[src/rtl/mux_out_filter.sv]
// Synchronizes the raw 2:1 mux output and rejects pulses shorter than STABLE_CYCLES samples.
// Optional MUXF_GLITCH_LEN_EN keeps a register with the length of the last rejected pulse.
module mux_out_filter #(
  parameter int SYNC_STAGES   = 2,
  parameter int STABLE_CYCLES = 4,
  parameter int CNT_W         = 8
) (
  input  logic             clk,
  input  logic             rst_n,
  input  logic             z_in,
  input  logic             clr,
  output logic             z_filt,
  output logic             rise,
  output logic             fall,
  output logic             busy,
  output logic [CNT_W-1:0] edge_cnt,
  output logic [CNT_W-1:0] glitch_cnt,
  output logic [CNT_W-1:0] glitch_len
);

  localparam int RUN_W = $clog2(STABLE_CYCLES + 1);
  localparam logic [RUN_W-1:0] RUN_LAST = RUN_W'(STABLE_CYCLES - 1);

  typedef enum logic [1:0] {
    STABLE_LO,
    CHK_HI,
    STABLE_HI,
    CHK_LO
  } state_t;

  logic [SYNC_STAGES-1:0] sync;
  logic                   s;
  state_t                 state;
  logic [RUN_W-1:0]       run;
  logic                   accept;
  logic                   reject;

  always_ff @(posedge clk or negedge rst_n) begin
    if (!rst_n) begin
      sync <= '0;
    end else begin
      sync <= {sync[SYNC_STAGES-2:0], z_in};
    end
  end

  assign s = sync[SYNC_STAGES-1];

  // A candidate level is accepted on its STABLE_CYCLES-th consecutive sample and
  // rejected as soon as the synchronized input falls back to the held level.
  assign accept = ((state == CHK_HI && s) || (state == CHK_LO && !s)) && (run == RUN_LAST);
  assign reject = (state == CHK_HI && !s) || (state == CHK_LO && s);
  assign busy   = (state == CHK_HI) || (state == CHK_LO);

  always_ff @(posedge clk or negedge rst_n) begin
    if (!rst_n) begin
      state  <= STABLE_LO;
      run    <= '0;
      z_filt <= 1'b0;
      rise   <= 1'b0;
      fall   <= 1'b0;
    end else begin
      rise <= 1'b0;
      fall <= 1'b0;
      case (state)
        STABLE_LO: begin
          if (s) begin
            state <= CHK_HI;
            run   <= RUN_W'(1);
          end
        end
        CHK_HI: begin
          if (!s) begin
            state <= STABLE_LO;
            run   <= '0;
          end else if (run == RUN_LAST) begin
            state  <= STABLE_HI;
            run    <= '0;
            z_filt <= 1'b1;
            rise   <= 1'b1;
          end else begin
            run <= run + RUN_W'(1);
          end
        end
        STABLE_HI: begin
          if (!s) begin
            state <= CHK_LO;
            run   <= RUN_W'(1);
          end
        end
        CHK_LO: begin
          if (s) begin
            state <= STABLE_HI;
            run   <= '0;
          end else if (run == RUN_LAST) begin
            state  <= STABLE_LO;
            run    <= '0;
            z_filt <= 1'b0;
            fall   <= 1'b1;
          end else begin
            run <= run + RUN_W'(1);
          end
        end
        default: begin
          state <= STABLE_LO;
          run   <= '0;
        end
      endcase
    end
  end

  // Counters saturate at all-ones; clr overrides any same-cycle increment.
  always_ff @(posedge clk or negedge rst_n) begin
    if (!rst_n) begin
      edge_cnt   <= '0;
      glitch_cnt <= '0;
    end else if (clr) begin
      edge_cnt   <= '0;
      glitch_cnt <= '0;
    end else begin
      if (accept && (edge_cnt != '1)) begin
        edge_cnt <= edge_cnt + CNT_W'(1);
      end
      if (reject && (glitch_cnt != '1)) begin
        glitch_cnt <= glitch_cnt + CNT_W'(1);
      end
    end
  end

`ifdef MUXF_GLITCH_LEN_EN
  always_ff @(posedge clk or negedge rst_n) begin
    if (!rst_n) begin
      glitch_len <= '0;
    end else if (clr) begin
      glitch_len <= '0;
    end else if (reject) begin
      glitch_len <= CNT_W'(run);
    end
  end
`else
  assign glitch_len = '0;
`endif

endmodule

[config.mk]
export PLATFORM = sky130hd
export DESIGN_NAME = mux_out_filter
export DESIGN_NICKNAME = d
export VERILOG_FILES = /design/src/rtl/mux_out_filter.sv
export SDC_FILE = /design/constraint.sdc
export NUM_CORES = 1
export LEC_CHECK = 0
export CAP_MARGIN = 5
export CORE_AREA = 5 5 74 49
export CTS_CLUSTER_DIAMETER = 60
export DETAILED_ROUTE_END_ITERATION = 16
export DIE_AREA = 0 0 79 54
export GPL_ROUTABILITY_DRIVEN = 0
export PLACE_DENSITY_LB_ADDON = 0.1
export SLEW_MARGIN = 10
export SYNTH_ARGS = -nofsm -noshare
export SYNTH_HDL_FRONTEND = slang
export SYNTH_SLANG_ARGS = --single-unit
export TNS_END_PERCENT = 5
[constraint.sdc]
create_clock -name clk -period 2.1 [get_ports clk]
set_input_delay 0.525 -clock clk [delete_from_list [all_inputs] [get_ports clk]]
set_output_delay 0.525 -clock clk [all_outputs]
set_load 0.1 [all_outputs]
==> impl_metrics.json, run 1 <==
{
  "hold_class": "reg -> reg",
  "clock_latency_ns": 0.27,
  "die_w_um": 79,
  "setup_tns_ns": 0,
  "crit_type": "reg -> reg",
  "finalNetCount": 162,
  "utilization": 0.566,
  "hold_viol": 0,
  "worst_slew_pin_slew_ns": 0.531,
  "crit_required_ns": 2.29,
  "p_leak_nw": 0.731,
  "grt_setup_unrepaired": "no",
  "dpl.hpwl_um": 1940,
  "grt_pass1_wl_um": 4420,
  "grt_pass1_vias": 915,
  "setup_viol": 0,
  "cts_tree": "built",
  "grt_overflow": 0,
  "pin_count": 32,
  "syn_avg_cell_area_um2": 10.2,
  "clock-root-buffer": "clkbuf_8",
  "synth_seq_cells": 26,
  "cts_buffers": 3,
  "core.rowCount": 16,
  "drive_above_1_share": 0.240,
  "max_slew_margin": 0.645,
  "start_kind": "flip-flop",
  "final_cell_mix": "24 x dfrtp_1, 16 x buf_4, 12 x a21oi_1, 11 x buf_12",
  "rrSetupSlack_ns": 0.24,
  "dr_total_vias": 1015,
  "antenna_found_initial": 0,
  "ys_warn_count": 0,
  "post-route-period-util": 0.886,
  "grt.total_usage": 0.135,
  "final_common_cell": "dfrtp_1",
  "htree_num_levels": 1,
  "cts_hold_buf": 0,
  "die_h_um": 54,
  "die_area_mm2": 0.00427,
  "drc_errors": 0,
  "hold_ws_ns": 0.364,
  "syn_to_final_growth_pct": 30.5,
  "worstPathMaxFanout": 14,
  "hp-start": "sync[0]$_DFF_PN0_",
  "routed_wl_um": 2690,
  "synth-seq-area-share": 0.503,
  "cts.sinks": 26,
  "syn-instance-count": 127,
  "drtPass1Iterations": 4,
  "drt-initial-drc-count": 55,
  "wl_per_cell_um": 14.1,
  "post-place-ws_ns": 0.144,
  "powerDensity_mw_per_mm2": 948,
  "syn_area_mm2": 0.00129,
  "setup.worst_path.end_class": "flip-flop",
  "port_buffers": 23,
  "grt_max_degree": 27,
  "timing.final.crit_period_ns": 1.86,
  "slew_violations": 0,
  "clkTransAtPathRegs_ns": 0.09,
  "n_antenna_cell": 0,
  "start_util": 0.434,
  "coreArea_mm2": 0.00298,
  "synth.distinct_cells": 30,
  "cap_violations": 0,
  "routed_via_density": 5.34,
  "critPathArrivalTime_ns": 2.06,
  "skew_ns": 0.00407,
  "setup_slack_ns": 0.239,
  "status": "finished clean",
  "max_clock_freq_mhz": 537,
  "cts_buffer_depth": 2,
  "postRouteAntennaNets": 0,
  "ir_worst_vdd_uv": 828
}
==> state kept, by name, indices dropped and copies added (netlist names), named ones only <==
register,count
edge_cnt,8
fall,1
glitch_cnt,8
rise,1
run,3
state,1
sync,2
z_filt,1
==> stage by stage <==
stage / cell area, µm² / total power [W] / std cells
finish: 1690 / 0.00160 / 190
global route: 1690 / 0.00169 / 190
CTS: 1670 / 0.00159 / 188
detailed placement: 1630 / 0.00129 / 184
global placement: 1630 / 0.00128 / 184
floorplan: 1320 / 0.00114 / 134
==> worst paths after layout <==
check,endpoint,depth (start not counted)
max,edge_cnt[7]$_DFFE_PN0P_,4
min,sync[1]$_DFF_PN0_,0
max reg2reg,edge_cnt[7]$_DFFE_PN0P_,4
min reg2reg,sync[1]$_DFF_PN0_,0
max in group asynchronous,glitch_cnt[0]$_DFFE_PN0P_,2
min in group asynchronous,edge_cnt[0]$_DFFE_PN0P_,2
==> report_power, final <==
| group | internal (W) | switching (W) |
|---|---|---|
| Combinational | 0.000215 | 0.000466 |
| Clock | 0.000136 | 0.000153 |
| Sequential | 0.000559 | 0.0000718 |
==> worst max-delay path: stages (launching register included) <==
cell,delay [ns]
dfrtp_1,0.52
xor2_2,0.28
o211ai_2,0.29
or4_1,0.55
a21oi_1,0.15
==> layer usage <==
metal  global-route usage  wire length, µm
met5                    0                0
met4               0.0171                8
met3               0.0435              130
met2                0.205             1180
met1                0.194             1370
==> what timing repair did <==
item                                    4_1_cts  5_1_grt
endpoints found under the setup margin        0        2
resized for setup                             0        0
setup buffers                                 0        2
==> cell type report <==
class                           instances  area (µm²)
Multi-Input combinational cell         93         571
Inverter                                1        3.75
Timing Repair Buffer                   30         370
Fill cell                             263        1290
Sequential cell                        26         653
Clock buffer                            4        45.0
Tap cell                               36        45.0
==> Yosys cell counts <==
cell / count / area (µm²)
mux2i_1: 2 / 20.0
nor2_1: 8 / 30.0
nor3b_1: 2 / 15.0
nand2_1: 9 / 33.8
clkbuf_1: 2 / 7.51
buf_1: 1 / 3.75
a21oi_1: 12 / 60.1
nor2b_1: 1 / 6.26
nand3_1: 9 / 45.0
o211ai_2: 1 / 12.5
o31ai_1: 6 / 45.0
o211ai_1: 1 / 7.51
ha_1: 3 / 37.5
conb_1: 1 / 3.75
buf_2: 1 / 5.00
o21ai_0: 9 / 45.0
o2111ai_1: 1 / 8.76
xor2_1: 3 / 26.3
xnor2_2: 1 / 16.3
or4_1: 6 / 45.0
nand4_1: 2 / 12.5
dfrtp_1: 26 / 651
buf_6: 1 / 11.3
o21a_1: 2 / 15.0
xor2_2: 1 / 16.3
or3_1: 4 / 25.0
or3_2: 1 / 7.51
inv_1: 1 / 3.75
buf_4: 9 / 67.6
and3b_2: 1 / 10.0
==> cell families (layout without fill, tap and decap cells) <==
group	after synthesis	after routing	synth area share
muxes	2	2	0.0155
adders and majority gates	3	3	0.0290
DFF	26	26	0.503
and+or+nand+nor	43	43	0.178
buffers and inverters	15	35	0.0764
AOI/OAI and AO/OA	32	32	0.150
other	1	8	0.00290
xor gates and xnor gates	5	5	0.0455
Note: power is estimated with default switching activity, not from simulation.
==> inputs of run 2 (changes only) <==
--- a/config.mk
+++ b/config.mk
@@ -6,10 +6,10 @@
 export NUM_CORES = 1
 export LEC_CHECK = 0
 export CAP_MARGIN = 5
-export CORE_AREA = 5 5 74 49
+export CORE_AREA = 10 10 82 56
 export CTS_CLUSTER_DIAMETER = 60
 export DETAILED_ROUTE_END_ITERATION = 16
-export DIE_AREA = 0 0 79 54
+export DIE_AREA = 0 0 92 66
 export GPL_ROUTABILITY_DRIVEN = 0
 export PLACE_DENSITY_LB_ADDON = 0.1
 export SLEW_MARGIN = 10
==> constraint.sdc (replaced) <==
create_clock -name clk -period 1.6 [get_ports clk]
set_input_delay 0.4 -clock clk [delete_from_list [all_inputs] [get_ports clk]]
set_output_delay 0.4 -clock clk [all_outputs]
set_load 0.1 [all_outputs]
==> run 2 against run 1 <==
The flow now finishes with violations (negative setup slack). Clock skew grew 0.0035 ns. Critical path depth grew 2. Critical endpoint is now glitch_cnt[6]$_DFFE_PN0P_. Largest power group unchanged. Clock power rose by 31%. Largest cell class is now non-clock buffers. Combinational power increased by 83%. Critical path type unchanged. Non-clock buffer count is 30 higher.
==> impl_metrics.json, run 2 (synthesized netlist as in run 1, its figures left out) <==
{
  "status": "finished, violations left",
  "violations": "negative setup slack",
  "htree_num_levels": 1,
  "routed_via_density": 5.08,
  "drt-initial-drc-count": 72,
  "min_to": "sync[1]$_DFF_PN0_",
  "hold_class": "reg -> reg",
  "pin_count": 32,
  "reg2reg_to": "glitch_cnt[6]$_DFFE_PN0P_",
  "grt_pass1_vias": 1141,
  "n_antenna_cell": 0,
  "cts_hold_buf": 0,
  "place_inst": 221,
  "setup_slack_ns": -0.197,
  "max_clock_freq_mhz": 557,
  "cap_violations": 0,
  "setup.worst_path.end_class": "flip-flop",
  "rrSetupSlack_ns": -0.20,
  "die_h_um": 66,
  "cts_buffers": 3,
  "die_area_mm2": 0.00607,
  "dpl.hpwl_um": 2480,
  "antenna_found_initial": 0,
  "routed_wl_um": 3390,
  "grt_pass1_wl_um": 5550,
  "skew_ns": 0.00761,
  "regArea_um2": 681,
  "reg_top3": "edge_cnt x8, glitch_cnt x8, run x3",
  "holdPathStages": 0,
  "slew_violations": 0,
  "cts_buffer_depth": 2,
  "finalNetCount": 192,
  "crit_type": "reg -> reg",
  "drtPass1Iterations": 4,
  "start_kind": "flip-flop",
  "die_w_um": 92,
  "start_util": 0.414,
  "multi_input_area_um2": 621,
  "port_buffers": 23,
  "crit_required_ns": 1.80,
  "grt_max_degree": 27,
  "ir_worst_vdd_uv": 588,
  "post-route-period-util": 1.12,
  "core.rowCount": 16,
  "timing.final.crit_period_ns": 1.80,
  "dr_total_vias": 1163,
  "clkTransAtPathRegs_ns": 0.09,
  "hp-start": "sync[0]$_DFF_PN0_",
  "grt_setup_unrepaired": "yes",
  "rr_startpoint": "glitch_cnt[1]$_DFFE_PN0P_",
  "hold_viol": 0,
  "p_total_w": 0.00244,
  "syn_to_final_growth_pct": 63.7,
  "reg2regPathDepth": 6,
  "critPathArrivalTime_ns": 2.00,
  "hold_ws_ns": 0.385,
  "postRouteAntennaNets": 0,
  "drive_above_1_share": 0.478,
  "p_leak_nw": 0.899,
  "worstPathMaxFanout": 6,
  "fillers": 258,
  "placed_cell_area_mm2": 0.00201,
  "setup_viol": 11,
  "fin_cells": 229,
  "final_cell_mix": "36 x buf_4, 20 x buf_12, 12 x dfrtp_2, 11 x a21oi_1, 10 x dfrtp_1",
  "powerDensity_mw_per_mm2": 1150,
  "final_common_cell": "buf_4",
  "cts_tree": "built",
  "grt.total_usage": 0.110,
  "coreArea_mm2": 0.00312,
  "drc_errors": 0,
  "setup_tns_ns": -0.882,
  "grt_overflow": 0,
  "wl_per_cell_um": 14.8,
  "clock_latency_ns": 0.27,
  "clock-root-buffer": "clkbuf_8",
  "fin_area_mm2": 0.00212,
  "cts.sinks": 26
}
run 2: how the worst max path moves through the flow:
stage	startpoint	to	slack, ns	cells past startpoint
after floorplan	glitch_cnt[1]$_DFFE_PN0P_	glitch_cnt[6]$_DFFE_PN0P_	-0.19	6
after global placement	glitch_cnt[1]$_DFFE_PN0P_	glitch_cnt[7]$_DFFE_PN0P_	-0.09	5
after detailed placement	glitch_cnt[1]$_DFFE_PN0P_	glitch_cnt[1]$_DFFE_PN0P_	-0.14	6
after CTS	glitch_cnt[1]$_DFFE_PN0P_	glitch_cnt[6]$_DFFE_PN0P_	-0.1	6
after global routing	flip-flop	glitch_cnt[6]$_DFFE_PN0P_	-0.26	5
final	glitch_cnt[1]$_DFFE_PN0P_	glitch_cnt[6]$_DFFE_PN0P_	-0.20	6
run 2: final cells by class:
type,instances,area share
clock buffers,4,0.0213
inverters,1,0.00177
multi-input cells,93,0.293
flip-flops and latches,26,0.321
well taps,45,0.0266
repair buffers,60,0.336
run 2: critical path, stage by stage, from the launching register on:
cell	delay, ns
dfrtp_4	0.50
ha_4	0.17
nand3_2	0.08
o211ai_1	0.20
buf_4	0.22
or4_1	0.40
a21oi_1	0.15
run 2: per-layer routing:
layer,vias to the layer above,track usage,share of wire
met4,0,0.0307,0.0083
met1,570,0.131,0.44
met2,36,0.178,0.48
li1,552,-,-
met5,-,0,0
met3,5,0.0499,0.077
run 2: power by group:
part	switching (W)	total [W]	internal, W
clock	0.000199	0.000377	0.000178
combinational	0.000727	0.00125	0.000525
sequential	0.0000682	0.000812	0.000744
run 2: stage by stage:
step	util	setup WS, ns
finish	0.678	-0.197
global route	0.678	-0.256
CTS	0.669	-0.0990
detailed placement	0.643	-0.139
global placement	0.643	-0.0865
floorplan	-	-0.192
run 2: timing repair:
item                       in CTS  in global routing
hold endpoints to repair        0                  0
setup endpoints to repair      14                 13
resized for setup               2                  6
setup buffers                   3                  1
cloned                          0                  0
pin swaps                       5                  4
==> inputs of run 3 (changes only) <==
--- a/config.mk
+++ b/config.mk
@@ -6,12 +6,13 @@
 export NUM_CORES = 1
 export LEC_CHECK = 0
 export CAP_MARGIN = 5
-export CORE_AREA = 10 10 82 56
+export CORE_AREA = 10 10 56 81
 export CTS_CLUSTER_DIAMETER = 60
 export DETAILED_ROUTE_END_ITERATION = 16
-export DIE_AREA = 0 0 92 66
+export DIE_AREA = 0 0 66 91
 export GPL_ROUTABILITY_DRIVEN = 0
 export PLACE_DENSITY_LB_ADDON = 0.1
+export RECOVER_POWER = 100
 export SLEW_MARGIN = 10
 export SYNTH_ARGS = -nofsm -noshare
 export SYNTH_HDL_FRONTEND = slang
==> run 3 against run 2 <==
The run still ends with negative setup slack left. Power decreased by 1.5%. Worst setup slack improved by 0.12 ns. Design area is 2.4% lower. Fmax rose by 7.4%. Routed wire length fell by 4.1%. Sequential cell count stayed put. Count of clock-buffer cells in the layout did not move. Combinational power fell by 7%. Die area is 1.1% lower. Critical endpoint is now edge_cnt[7]$_DFFE_PN0P_.
==> impl_metrics.json, run 3 (synthesized netlist as in run 1, its figures left out) <==
{
  "reg_top3": "edge_cnt x8, glitch_cnt x8, run x3",
  "crit_type": "reg -> reg",
  "powerDensity_mw_per_mm2": 1160,
  "cts_buffers": 3,
  "setup_viol": 8,
  "fillers": 249,
  "p_leak_nw": 0.866,
  "hold_class": "reg -> reg",
  "grt_setup_unrepaired": "yes",
  "setup_slack_ns": -0.0730,
  "routed_wl_um": 3250,
  "power.internal_w": 0.00143,
  "clock-root-buffer": "clkbuf_8",
  "dpl.hpwl_um": 2470,
  "power_frac_seq": 0.339,
  "cts.sinks": 26,
  "p_total_w": 0.00240,
  "slew_violations": 0,
  "die_area_mm2": 0.00601,
  "fin_cells": 219,
  "grt_pass1_vias": 1222,
  "cts_buffer_depth": 2,
  "routed_via_density": 5.08,
  "wl_met1_um": 1170,
  "worstPathMaxFanout": 11,
  "clock_latency_ns": 0.28,
  "port_buffers": 23,
  "p_comb_frac": 0.482,
  "post-route-period-util": 1.05,
  "start_kind": "flip-flop",
  "drc_errors": 0,
  "critPathArrivalTime_ns": 1.87,
  "status": "finished, violations left",
  "drt-initial-drc-count": 42,
  "cts_hold_buf": 0,
  "coreArea_mm2": 0.00310,
  "postRouteAntennaNets": 0,
  "die_w_um": 66,
  "grt_overflow": 0,
  "grt_pass1_wl_um": 5620,
  "antenna_found_initial": 0,
  "core.rowCount": 25,
  "skew_ns": 0.00500,
  "max_slew_margin": 0.575,
  "clockPowerShare": 0.179,
  "finalNetCount": 187,
  "cap_violations": 0,
  "worstPathCellList": "ha_2 -> and3b_1 -> o211ai_4 -> or4_1 -> a21oi_1",
  "drive_above_1_share": 0.480,
  "p_switching_w": 0.000975,
  "worst_slew_pin_slew_ns": 0.637,
  "violations": "negative setup slack",
  "swShare": 0.406,
  "syn_to_final_growth_pct": 59.8,
  "drtPass1Iterations": 4,
  "wl_per_cell_um": 14.8,
  "clkTransAtPathRegs_ns": 0.09,
  "crit_required_ns": 1.80,
  "final_common_cell": "buf_4",
  "max_clock_freq_mhz": 598,
  "hold_ws_ns": 0.362,
  "hold_viol": 0,
  "setup.worst_path.end_class": "flip-flop",
  "dr_total_vias": 1113,
  "n_antenna_cell": 0,
  "crit_path_max_incr_delay_ns": 0.50,
  "wl_met2_um": 1870,
  "grt.total_usage": 0.115,
  "start_util": 0.418,
  "timing.final.crit_period_ns": 1.67,
  "wl_met3_um": 140,
  "routed.top_layer": "met4",
  "grt_max_degree": 27,
  "pin_count": 32,
  "htree_num_levels": 1,
  "ir_worst_vdd_uv": 1100,
  "die_h_um": 91,
  "place_inst": 214,
  "cts_tree": "built",
  "final_cell_mix": "29 x buf_4, 17 x buf_12, 12 x dfrtp_2, 10 x a21oi_1, 10 x dfrtp_1",
  "slowest_stage": "or4_1"
}
## run 3: cell types whose count changed in the layout (fill, tap and decap cells not counted), sizes merged
cell	before	now
clkdlybuf4s50	3	1
buf	57	49
dlygate4sd3	0	2
clkbuf	4	7
## run 3: area by class of cell
cell class | instances | area [µm²] | area share
Multi-Input combinational cell | 93 | 652 | 0.315
Inverter | 1 | 3.75 | 0.00182
Timing Repair Buffer | 55 | 626 | 0.303
Clock buffer | 4 | 55.1 | 0.0266
Tap cell | 40 | 50.0 | 0.0242
Sequential cell | 26 | 681 | 0.329
## run 3: power groups by stage
stage	sequential, W	combinational (W)	clock, W
4_1_cts	0.000817	0.00116	0.000440
3_3_place_gp	0.000825	0.00110	0
6_report	0.000815	0.00116	0.000431
2_1_floorplan	0.00102	0.000505	0
3_5_place_dp	0.000830	0.00113	0
5_1_grt	0.000832	0.00125	0.000470
## run 3: worst paths after layout
kind	startpoint	to	slack, ns	depth (start not counted)
worst min-delay path	sync[0]$_DFF_PN0_	sync[1]$_DFF_PN0_	0.36	0
worst min register to register	sync[0]$_DFF_PN0_	sync[1]$_DFF_PN0_	0.36	0
min in group asynchronous	rst_n	glitch_cnt[4]$_DFFE_PN0P_	0.67	2
worst max register to register	run[0]$_DFFE_PN0P_	edge_cnt[7]$_DFFE_PN0P_	-0.07	5
max in group asynchronous	rst_n	edge_cnt[0]$_DFFE_PN0P_	0.46	2
worst max-delay path	run[0]$_DFFE_PN0P_	edge_cnt[7]$_DFFE_PN0P_	-0.07	5
## run 3: timing repair
| action | CTS | global route |
|---|---|---|
| cloned | 0 | 0 |
| gates resized for setup | 4 | 8 |
| endpoints found under the setup margin | 9 | 13 |
| pin swaps | 6 | 6 |
| setup buffers | 1 | 0 |
## run 3: metrics by stage
step	setup slack (ns)	instance area, µm²	setup TNS, ns	utilization
after global placement	-0.0463	1990	-0.133	0.642
after global routing	-0.193	2070	-1.72	0.667
after CTS	-0.0601	2070	-0.194	0.669
after floorplan	-0.192	1370	-1.93	-
final	-0.0730	2070	-0.429	0.667
after detailed placement	-0.0947	1990	-0.456	0.642
## run 3: routing by layer
| layer | vias up | global-route usage |
|---|---|---|
| met5 | - | 0 |
| met3 | 5 | 0.0271 |
| met2 | 18 | 0.208 |
| li1 | 544 | - |
| met4 | 0 | 0.0561 |
| met1 | 546 | 0.118 |
## run 3: worst max-delay path: cells and delay by family, from the launching register on
family / cells / cell delay [ns]
DFF: 1 / 0.37
adders and majority gates: 1 / 0.18
AOI/OAI and AO/OA: 2 / 0.31
and+or+nand+nor: 2 / 0.73
